[src/rtl/rbot_pkg.sv]
// rbot_pkg -- shared definitions for the cube-robot motion blocks.
//   Face index constants (U,D,F,B,L,R = 0..5), the move_sequencer state
//   encoding, default step counts for quarter and half turns, and a helper
//   that maps a face index to a one-hot driver select.
package rbot_pkg;

  localparam logic [2:0] FACE_U = 3'd0;
  localparam logic [2:0] FACE_D = 3'd1;
  localparam logic [2:0] FACE_F = 3'd2;
  localparam logic [2:0] FACE_B = 3'd3;
  localparam logic [2:0] FACE_L = 3'd4;
  localparam logic [2:0] FACE_R = 3'd5;
  localparam int         NUM_FACES = 6;

  localparam int DEF_QUARTER_STEPS = 50;
  localparam int DEF_HALF_STEPS    = 100;

  typedef enum logic [2:0] {
    S_IDLE   = 3'd0,
    S_START  = 3'd1,
    S_ARM    = 3'd2,
    S_WAIT   = 3'd3,
    S_SETTLE = 3'd4,
    S_HALT   = 3'd5
  } seq_state_e;

  // One-hot select for a face; illegal indices (6,7) select nothing.
  function automatic logic [NUM_FACES-1:0] face_onehot(input logic [2:0] face);
    logic [NUM_FACES-1:0] oh;
    oh = '0;
    for (int i = 0; i < NUM_FACES; i++) begin
      if (face == 3'(i)) oh[i] = 1'b1;
    end
    return oh;
  endfunction

endpackage

[src/rtl/move_sequencer_if.sv]
// move_sequencer_if -- command and driver-side signals of the move sequencer.
//   cmd_valid/cmd_face/cmd_dir/cmd_half/cmd_ready : move command handshake
//   drv_start/drv_dir/drv_steps/drv_done          : six stepper drivers
//   busy/fault/moves_done                         : status
//   modport slave  : the sequencer itself
//   modport master : the surrounding system (move FIFO, drivers, status reader)
interface move_sequencer_if;
  import rbot_pkg::*;

  logic                 cmd_valid;
  logic [2:0]           cmd_face;
  logic                 cmd_dir;
  logic                 cmd_half;
  logic                 cmd_ready;
  logic [NUM_FACES-1:0] drv_start;
  logic                 drv_dir;
  logic [7:0]           drv_steps;
  logic [NUM_FACES-1:0] drv_done;
  logic                 busy;
  logic                 fault;
  logic [15:0]          moves_done;

  modport slave (
    input  cmd_valid, cmd_face, cmd_dir, cmd_half, drv_done,
    output cmd_ready, drv_start, drv_dir, drv_steps, busy, fault, moves_done
  );

  modport master (
    output cmd_valid, cmd_face, cmd_dir, cmd_half, drv_done,
    input  cmd_ready, drv_start, drv_dir, drv_steps, busy, fault, moves_done
  );

endinterface

[src/rtl/interval_counter.sv]
// interval_counter -- loadable down-counter with a zero flag.
//   clock, reset_n : clock and synchronous active-low reset (count -> 0)
//   load, load_val : load the count (load wins over dec)
//   dec            : decrement by one; holds at zero
//   zero           : count is currently zero
module interval_counter #(
  parameter int WIDTH = 8
) (
  input  logic             clock,
  input  logic             reset_n,
  input  logic             load,
  input  logic [WIDTH-1:0] load_val,
  input  logic             dec,
  output logic             zero
);

  logic [WIDTH-1:0] count_q, count_d;

  always_comb begin
    count_d = count_q;
    if (load) begin
      count_d = load_val;
    end else if (dec && (count_q != '0)) begin
      count_d = count_q - WIDTH'(1);
    end
  end

  always_ff @(posedge clock) begin
    if (!reset_n) begin
      count_q <= '0;
    end else begin
      count_q <= count_d;
    end
  end

  assign zero = (count_q == '0);

endmodule

[src/rtl/move_sequencer.sv]
// move_sequencer -- issues one face turn at a time to six stepper drivers.
//   clock, reset_n : clock, synchronous active-low reset
//   bus (slave)    : command handshake in, driver start/dir/steps out,
//                    driver done in, busy/fault/moves_done status out
// A move is: accept -> START (one-cycle start pulse) -> ARM (done ignored
// while the driver clears its previous done) -> WAIT (for the selected
// driver's done, bounded by a timeout) -> SETTLE (fixed idle hold) -> IDLE.
// Timeouts and illegal faces park the block in HALT until reset.
// All outputs are registered.
module move_sequencer
  import rbot_pkg::*;
#(
  parameter int QUARTER_STEPS  = DEF_QUARTER_STEPS,
  parameter int HALF_STEPS     = DEF_HALF_STEPS,
  parameter int SETTLE_CYCLES  = 500000,
  parameter int TIMEOUT_CYCLES = 50000000
) (
  input logic             clock,
  input logic             reset_n,
  move_sequencer_if.slave bus
);

  localparam int SETTLE_W  = (SETTLE_CYCLES  > 1) ? $clog2(SETTLE_CYCLES)  : 1;
  localparam int TIMEOUT_W = (TIMEOUT_CYCLES > 1) ? $clog2(TIMEOUT_CYCLES) : 1;

  // Counters are loaded with N-1 so that the zero flag marks the Nth cycle.
  localparam logic [SETTLE_W-1:0]  SETTLE_LOAD  = SETTLE_W'(SETTLE_CYCLES - 1);
  localparam logic [TIMEOUT_W-1:0] TIMEOUT_LOAD = TIMEOUT_W'(TIMEOUT_CYCLES - 1);
  localparam logic [7:0]           QUARTER_CNT  = 8'(QUARTER_STEPS);
  localparam logic [7:0]           HALF_CNT     = 8'(HALF_STEPS);

  seq_state_e           state_q, state_d;
  logic [2:0]           face_q, face_d;
  logic                 cmd_ready_q, cmd_ready_d;
  logic [NUM_FACES-1:0] drv_start_q, drv_start_d;
  logic                 drv_dir_q, drv_dir_d;
  logic [7:0]           drv_steps_q, drv_steps_d;
  logic                 busy_q, busy_d;
  logic                 fault_q, fault_d;
  logic [15:0]          moves_done_q, moves_done_d;

  logic accept;
  logic face_legal;
  logic done_sel;
  logic settle_zero;
  logic timeout_zero;

  // cmd_ready_q is only ever high in IDLE without a fault.
  assign accept     = bus.cmd_valid & cmd_ready_q;
  assign face_legal = (bus.cmd_face <= FACE_R);
  // Only the active face's done matters; the others are don't-care.
  assign done_sel   = |(bus.drv_done & face_onehot(face_q));

  interval_counter #(.WIDTH(SETTLE_W)) u_settle (
    .clock    (clock),
    .reset_n  (reset_n),
    .load     ((state_q == S_WAIT) && done_sel),
    .load_val (SETTLE_LOAD),
    .dec      (state_q == S_SETTLE),
    .zero     (settle_zero)
  );

  interval_counter #(.WIDTH(TIMEOUT_W)) u_timeout (
    .clock    (clock),
    .reset_n  (reset_n),
    .load     (state_q == S_ARM),
    .load_val (TIMEOUT_LOAD),
    .dec      ((state_q == S_WAIT) && !done_sel),
    .zero     (timeout_zero)
  );

  always_ff @(posedge clock) begin
    if (!reset_n) begin
      state_q      <= S_IDLE;
      face_q       <= '0;
      cmd_ready_q  <= 1'b0;
      drv_start_q  <= '0;
      drv_dir_q    <= 1'b0;
      drv_steps_q  <= '0;
      busy_q       <= 1'b0;
      fault_q      <= 1'b0;
      moves_done_q <= '0;
    end else begin
      state_q      <= state_d;
      face_q       <= face_d;
      cmd_ready_q  <= cmd_ready_d;
      drv_start_q  <= drv_start_d;
      drv_dir_q    <= drv_dir_d;
      drv_steps_q  <= drv_steps_d;
      busy_q       <= busy_d;
      fault_q      <= fault_d;
      moves_done_q <= moves_done_d;
    end
  end

  always_comb begin
    state_d = state_q;
    unique case (state_q)
      S_IDLE:   if (accept) state_d = face_legal ? S_START : S_HALT;
      S_START:  state_d = S_ARM;
      S_ARM:    state_d = S_WAIT;
      S_WAIT: begin
        // Done wins over a timeout expiring in the same cycle.
        if (done_sel)          state_d = S_SETTLE;
        else if (timeout_zero) state_d = S_HALT;
      end
      S_SETTLE: if (settle_zero) state_d = S_IDLE;
      S_HALT:   state_d = S_HALT;
      default:  state_d = S_IDLE;
    endcase
  end

  // Registered outputs are computed from the next state so that each one
  // is valid in the same cycle as the state it belongs to.
  always_comb begin
    face_d       = face_q;
    drv_dir_d    = drv_dir_q;
    drv_steps_d  = drv_steps_q;
    moves_done_d = moves_done_q;

    if ((state_q == S_IDLE) && accept) begin
      face_d      = bus.cmd_face;
      drv_dir_d   = bus.cmd_dir;
      drv_steps_d = bus.cmd_half ? HALF_CNT : QUARTER_CNT;
    end

    if ((state_q == S_WAIT) && done_sel) begin
      moves_done_d = moves_done_q + 16'd1;
    end

    fault_d     = fault_q | (state_d == S_HALT);
    busy_d      = (state_d != S_IDLE);
    cmd_ready_d = (state_d == S_IDLE) && !fault_d;
    drv_start_d = (state_d == S_START) ? face_onehot(face_d) : '0;
  end

  assign bus.cmd_ready  = cmd_ready_q;
  assign bus.drv_start  = drv_start_q;
  assign bus.drv_dir    = drv_dir_q;
  assign bus.drv_steps  = drv_steps_q;
  assign bus.busy       = busy_q;
  assign bus.fault      = fault_q;
  assign bus.moves_done = moves_done_q;

endmodule

[src/flat_wrapper.sv]
// flat-port wrapper written by rule: the top's interface ports become plain ports
module move_sequencer_flat import rbot_pkg::*;
#(
  parameter int QUARTER_STEPS  = DEF_QUARTER_STEPS,
  parameter int HALF_STEPS     = DEF_HALF_STEPS,
  parameter int SETTLE_CYCLES  = 500000,
  parameter int TIMEOUT_CYCLES = 50000000
)
  (clock, reset_n, bus_cmd_valid, bus_cmd_face, bus_cmd_dir, bus_cmd_half, bus_drv_done, bus_cmd_ready, bus_drv_start, bus_drv_dir, bus_drv_steps, bus_busy, bus_fault, bus_moves_done);
  move_sequencer_if bus_i ();
  input logic clock;
  input logic reset_n;
  input wire logic [$bits(bus_i.cmd_valid)-1:0] bus_cmd_valid;
  input wire logic [$bits(bus_i.cmd_face)-1:0] bus_cmd_face;
  input wire logic [$bits(bus_i.cmd_dir)-1:0] bus_cmd_dir;
  input wire logic [$bits(bus_i.cmd_half)-1:0] bus_cmd_half;
  input wire logic [$bits(bus_i.drv_done)-1:0] bus_drv_done;
  output wire logic [$bits(bus_i.cmd_ready)-1:0] bus_cmd_ready;
  output wire logic [$bits(bus_i.drv_start)-1:0] bus_drv_start;
  output wire logic [$bits(bus_i.drv_dir)-1:0] bus_drv_dir;
  output wire logic [$bits(bus_i.drv_steps)-1:0] bus_drv_steps;
  output wire logic [$bits(bus_i.busy)-1:0] bus_busy;
  output wire logic [$bits(bus_i.fault)-1:0] bus_fault;
  output wire logic [$bits(bus_i.moves_done)-1:0] bus_moves_done;
  assign bus_i.cmd_valid = bus_cmd_valid;
  assign bus_i.cmd_face = bus_cmd_face;
  assign bus_i.cmd_dir = bus_cmd_dir;
  assign bus_i.cmd_half = bus_cmd_half;
  assign bus_i.drv_done = bus_drv_done;
  assign bus_cmd_ready = bus_i.cmd_ready;
  assign bus_drv_start = bus_i.drv_start;
  assign bus_drv_dir = bus_i.drv_dir;
  assign bus_drv_steps = bus_i.drv_steps;
  assign bus_busy = bus_i.busy;
  assign bus_fault = bus_i.fault;
  assign bus_moves_done = bus_i.moves_done;
  move_sequencer #(.QUARTER_STEPS(QUARTER_STEPS), .HALF_STEPS(HALF_STEPS), .SETTLE_CYCLES(SETTLE_CYCLES), .TIMEOUT_CYCLES(TIMEOUT_CYCLES)) u_core (.clock(clock), .reset_n(reset_n), .bus(bus_i));
endmodule
[config.mk]
export PLATFORM = sky130hd
export DESIGN_NAME = move_sequencer_flat
export DESIGN_NICKNAME = d
export VERILOG_FILES = /design/src/rtl/rbot_pkg.sv /design/src/rtl/move_sequencer_if.sv /design/src/rtl/interval_counter.sv /design/src/rtl/move_sequencer.sv /design/src/flat_wrapper.sv
export SDC_FILE = /design/constraint.sdc
export NUM_CORES = 1
export LEC_CHECK = 0
export CAP_MARGIN = 25
export CORE_MARGIN = 3
export CORE_UTILIZATION = 41
export CTS_CLUSTER_DIAMETER = 50
export CTS_CLUSTER_SIZE = 28
export DETAILED_ROUTE_END_ITERATION = 8
export RECOVER_POWER = 25
export SLEW_MARGIN = 20
export SYNTH_ARGS = -nofsm -noshare
export SYNTH_HDL_FRONTEND = slang
export SYNTH_HIERARCHICAL = 1
export SYNTH_SLANG_ARGS = --single-unit
[constraint.sdc]
create_clock -name clock -period 3.41 [get_ports clock]
set_input_delay 0.682 -clock clock [delete_from_list [all_inputs] [get_ports clock]]
set_output_delay 0.682 -clock clock [all_outputs]
set_load 0.05 [all_outputs]
==> implementation parameters <==
Parameter                              Value

STA
  Final Hold Violating Endpoints ... 0
  Slack of the critical path ... 0.144 ns
  RSZ-0062 raised after global routing ... no
  Minimum period implied by the final worst setup slack ... 3.27 ns
  Total negative setup slack ... 0 ns
  Period utilization ... roughly 96%
  Worst clock skew ... 0.00606 ns
  Max-slew violation count ... 0
  Measured slew at the worst slew-check pin ... about 0.8 ns
  Peak clock frequency supported by timing ... 0.306 GHz
  Number of setup violations in the final report ... 0
  Relative max-transition margin ... a little under half

Detailed routing
  Initial detailed-routing violation count ... between 200 and 300
  Average vias per placed instance ... approximately 5.5
  Total DRC errors in the routed layout ... 0
  Total Wirelength ... around 11 mm
  Via count ... ~4.3k
  Wire length per cell after detailed routing ... approximately 15 um
  Drt first pass iters ... 5
  Number of nets with antenna violations after detailed routing ... 0

Floorplan
  Row count ... 38
  Width of the die ... around 110 um
  Effective utilization at floorplan ... roughly 42%
  Core Box Area ... about 0.011 mm^2
  Y dimension of the die ... about 110 um
  Area of the die ... approximately 0.013 mm^2
  I/O pin count ... between 40 and 50

Clock network
  Number of clock buffers inserted by TritonCTS ... 9
  CTS resizes ... 0
  Clock insertion delay at the later pin of the skew report ... ~0.36 ns
  Total of hold buffers inserted after clock tree synthesis ... 0
  Sink count of the clock tree ... 80
  Clk Tree Root Cell ... clkbuf_8
  Clock tree from TritonCTS ... built
  Count of buffers added by post-CTS timing repair for setup ... 0
  Clock slew seen by the registers of the worst setup and hold paths ... roughly 0.080 ns
  H-Tree Level Count ... 3
  CTS Buffer Depth ... 2

Synth
  Primary FF master, synth ... dfxtp_1
  Share of flip-flops with an asynchronous set or reset after synthesis ... 0%
  Post-synthesis register bit count ... 80
  Number of distinct library cells after synthesis ... between 70 and 80
  Post-synth EDFFs ... 0
  Share of the yosys chip area belonging to registers ... a little over a third
  Synthesis warning total ... 6
  Netlist area before placement ... roughly 0.0046 mm^2
  Post-synthesis instance total ... 556
  Mean area per synthesized cell ... slightly above 8 um^2

Worst setup path
  Crit-path leading delay family ... simple AND/OR/NAND/NOR gates
  Slowest cell on the critical path ... or4_1
  Peak fanout along the critical path ... 2
  FF-to-FF Start ... u_core/face_q[2]
  Arrival time of data at the critical path endpoint ... between 3 and 4 ns
  Worst Setup End Kind ... flip-flop
  Required time at the endpoint of the critical path ... ~3.7 ns
  Cell-by-cell trace of the critical path ... clkdlybuf4s50_1 > mux2_1 > and2_2 > nor3_2 > inv_1 > or4_1 > or4_4 > o31a_1 > o311a_1
  Buffer and inverter count on the worst path ... 2
  Worst Reg2Reg Path Length in Cells ... 8
  Critical path launch point type ... input pin
  Class of the most critical setup path ... input pin to flip-flop
  Largest stage delay on the critical path ... around 0.54 ns
  Worst R2R End ... u_core/u_timeout/count_q[22]
  Reg-to-reg slack, setup ... between 0.3 and 0.4 ns

Finish
  Fill cell total of the finished layout ... roughly 1.1k
  Layout overhead on the synthesized area ... 19.4%
  Final core occ ... around 50%
  Ratio of cells with drive above 1 in the final layout ... about a tenth
  Final nets ... 656
  N_diodes ... 0
  Post-route non-filler standard cell count ... a little under 800
  Post-layout instance area ... around 0.0055 mm^2

Pwr
  Total power density per cell area ... roughly 610 mW/mm^2
  Worst supply voltage drop on vdd ... about 0.34 mV
  Leakage ... just over 2 nW

Min path
  Worst Hold Endpoint ... u_core/bus.drv_dir
  Min-Delay Path Depth ... 2
  Min-Delay Path Class ... flip-flop to flip-flop
  Start point of the worst hold path ... u_core/bus.drv_dir

Global routing
  Via count of the first global-routing pass ... between 3k and 4k
  Initial antenna violation count ... 0
  Global route total overflow ... 0
  Largest net degree at the start of global routing ... 41
  Global-route usage over all layers ... a little under a fifth
  Wire length of the first global-routing pass ... between 15 and 20 mm

Placement
  Placed cell area ... roughly 0.0054 mm^2
  # port buffers ... 44
  Count of placed standard cells including taps ... between 700 and 800
  Dpl hpwl ... 7.98 mm
  Setup WS pre-CTS ... -0.242 ns
  Placer Congestion ... between 0.8 and 0.9

Flow run
  Maximum capacitance violations ... 0

Outcome
  Status ... completed
[cell type report]
cell class | count | area, um^2 | area share, %
multi-input cells | 459 | 2850 | 51.9
flip-flops and latches | 80 | 1600 | 29.2
repair buffers | 69 | 616 | 11.2
well taps | 140 | 175 | 3.19
clock buffers | 10 | 138 | 2.51
inverters | 20 | 75.1 | 1.37
clock inverters | 6 | 35.0 | 0.638
[worst max path at each step]
stage               startpoint                      endpoint  cells past startpoint
5_1_grt        bus_drv_done[3]  u_core/u_timeout/count_q[22]                      9
6_report       bus_drv_done[3]  u_core/u_timeout/count_q[22]                      9
3_3_place_gp   bus_drv_done[2]  u_core/u_timeout/count_q[22]                      9
3_5_place_dp   bus_drv_done[2]  u_core/u_timeout/count_q[22]                      9
2_1_floorplan  bus_drv_done[1]  u_core/u_timeout/count_q[22]                      9
4_1_cts        bus_drv_done[2]  u_core/u_timeout/count_q[22]                      9
[cells in the mapped netlist, drive strengths merged (4+ instances only)]
cell type  count  area (um^2)
inv           19         71.3
and2           5         32.5
nor2b          6         37.5
nand3b         4         30.0
nor4b          6         58.8
o31ai          6         45.0
or2            5         31.3
o211ai         4         30.0
o2111a         4         45.0
xnor2         23          201
dfxtp         80         1600
nor4          20          159
nand2b         5         31.3
and4           6         52.6
a31oi         16          100
a2111oi        5         62.6
nor3b          7         52.6
buf           16          116
o21ai         42          210
clkbuf        27          101
or3           12         75.1
nand3         15         80.1
a311oi         6         52.6
nor2          43          161
nand4         18          113
a31o           4         35.0
a211oi        10         75.1
nand2         30          113
a21oi         23          115
or4           13          105
nor3          30          150
[sequential cells by signal (all words and copies together) (netlist names)]
register / count
u_core/state_q: 3
u_core/bus.busy: 1
u_core/u_timeout/count_q: 26
u_core/bus.drv_steps: 3
u_core/bus.drv_dir: 1
u_core/bus.drv_start: 6
u_core/face_q: 3
u_core/u_settle/count_q: 19
u_core/bus.cmd_ready: 1
u_core/bus.moves_done: 16
u_core/bus.fault: 1
[worst reg2reg max path: cells and delay by family (launching register included)]
family	cells	cell delay, ns
AND/OR/NAND/NOR	3	1.20
flip-flops	1	0.49
buffers and inverters	1	0.08
multiplexers	1	0.39
AO/OA/AOI/OAI	3	0.81
[through the flow]
step | hold slack, ns | power, mW
final | 0.451 | 3.36
after global routing | 0.479 | 3.61
after CTS | 0.459 | 3.42
after detailed placement | 0.447 | 2.76
after global placement | 0.444 | 2.73
after floorplan | 0.457 | 2.36
[kinds of logic (layout without fill, tap and decap cells)]
logic type,count (synthesis),in the layout,share of synthesized area [%]
AO/OA/AOI/OAI,144,144,22.3
XOR/XNOR,23,23,4.38
adder cells (fa/ha/maj),3,3,0.816
buffers and inverters,63,105,6.37
flip-flops,80,80,34.8
multiplexers,5,5,1.33
other,2,48,0.163
AND/OR/NAND/NOR,236,236,29.9
[report_power, final]
part           switching [mW]  leakage (nW)  internal, mW
clock                   0.357        0.0878         0.279
combinational           0.969          1.28         0.546
sequential              0.143         0.648          1.07
[routing by layer]
metal / global-route usage, % / vias to the layer above / wire, um
li1: - / 2209 / -
met3: 5.11 / 8 / 538
met5: 0 / - / 0
met2: 29.5 / 81 / 5280
met1: 24.7 / 2030 / 5470
met4: 4.14 / 0 / 87
[layout by cell type, fill, tap and decap left out, drive strengths merged, types with 10 or more instances in the layout]
cell,n
dfxtp,80
conb,48
nor2,43
o21ai,42
nand2,30
nor3,30
clkdlybuf4s50,29
buf,24
xnor2,23
a21oi,23
nor4,20
inv,19
nand4,18
a31oi,16
nand3,15
dlygate4sd3,14
or4,13
or3,12
clkbuf,12
a211oi,10
(Power assumes the default switching activity.)
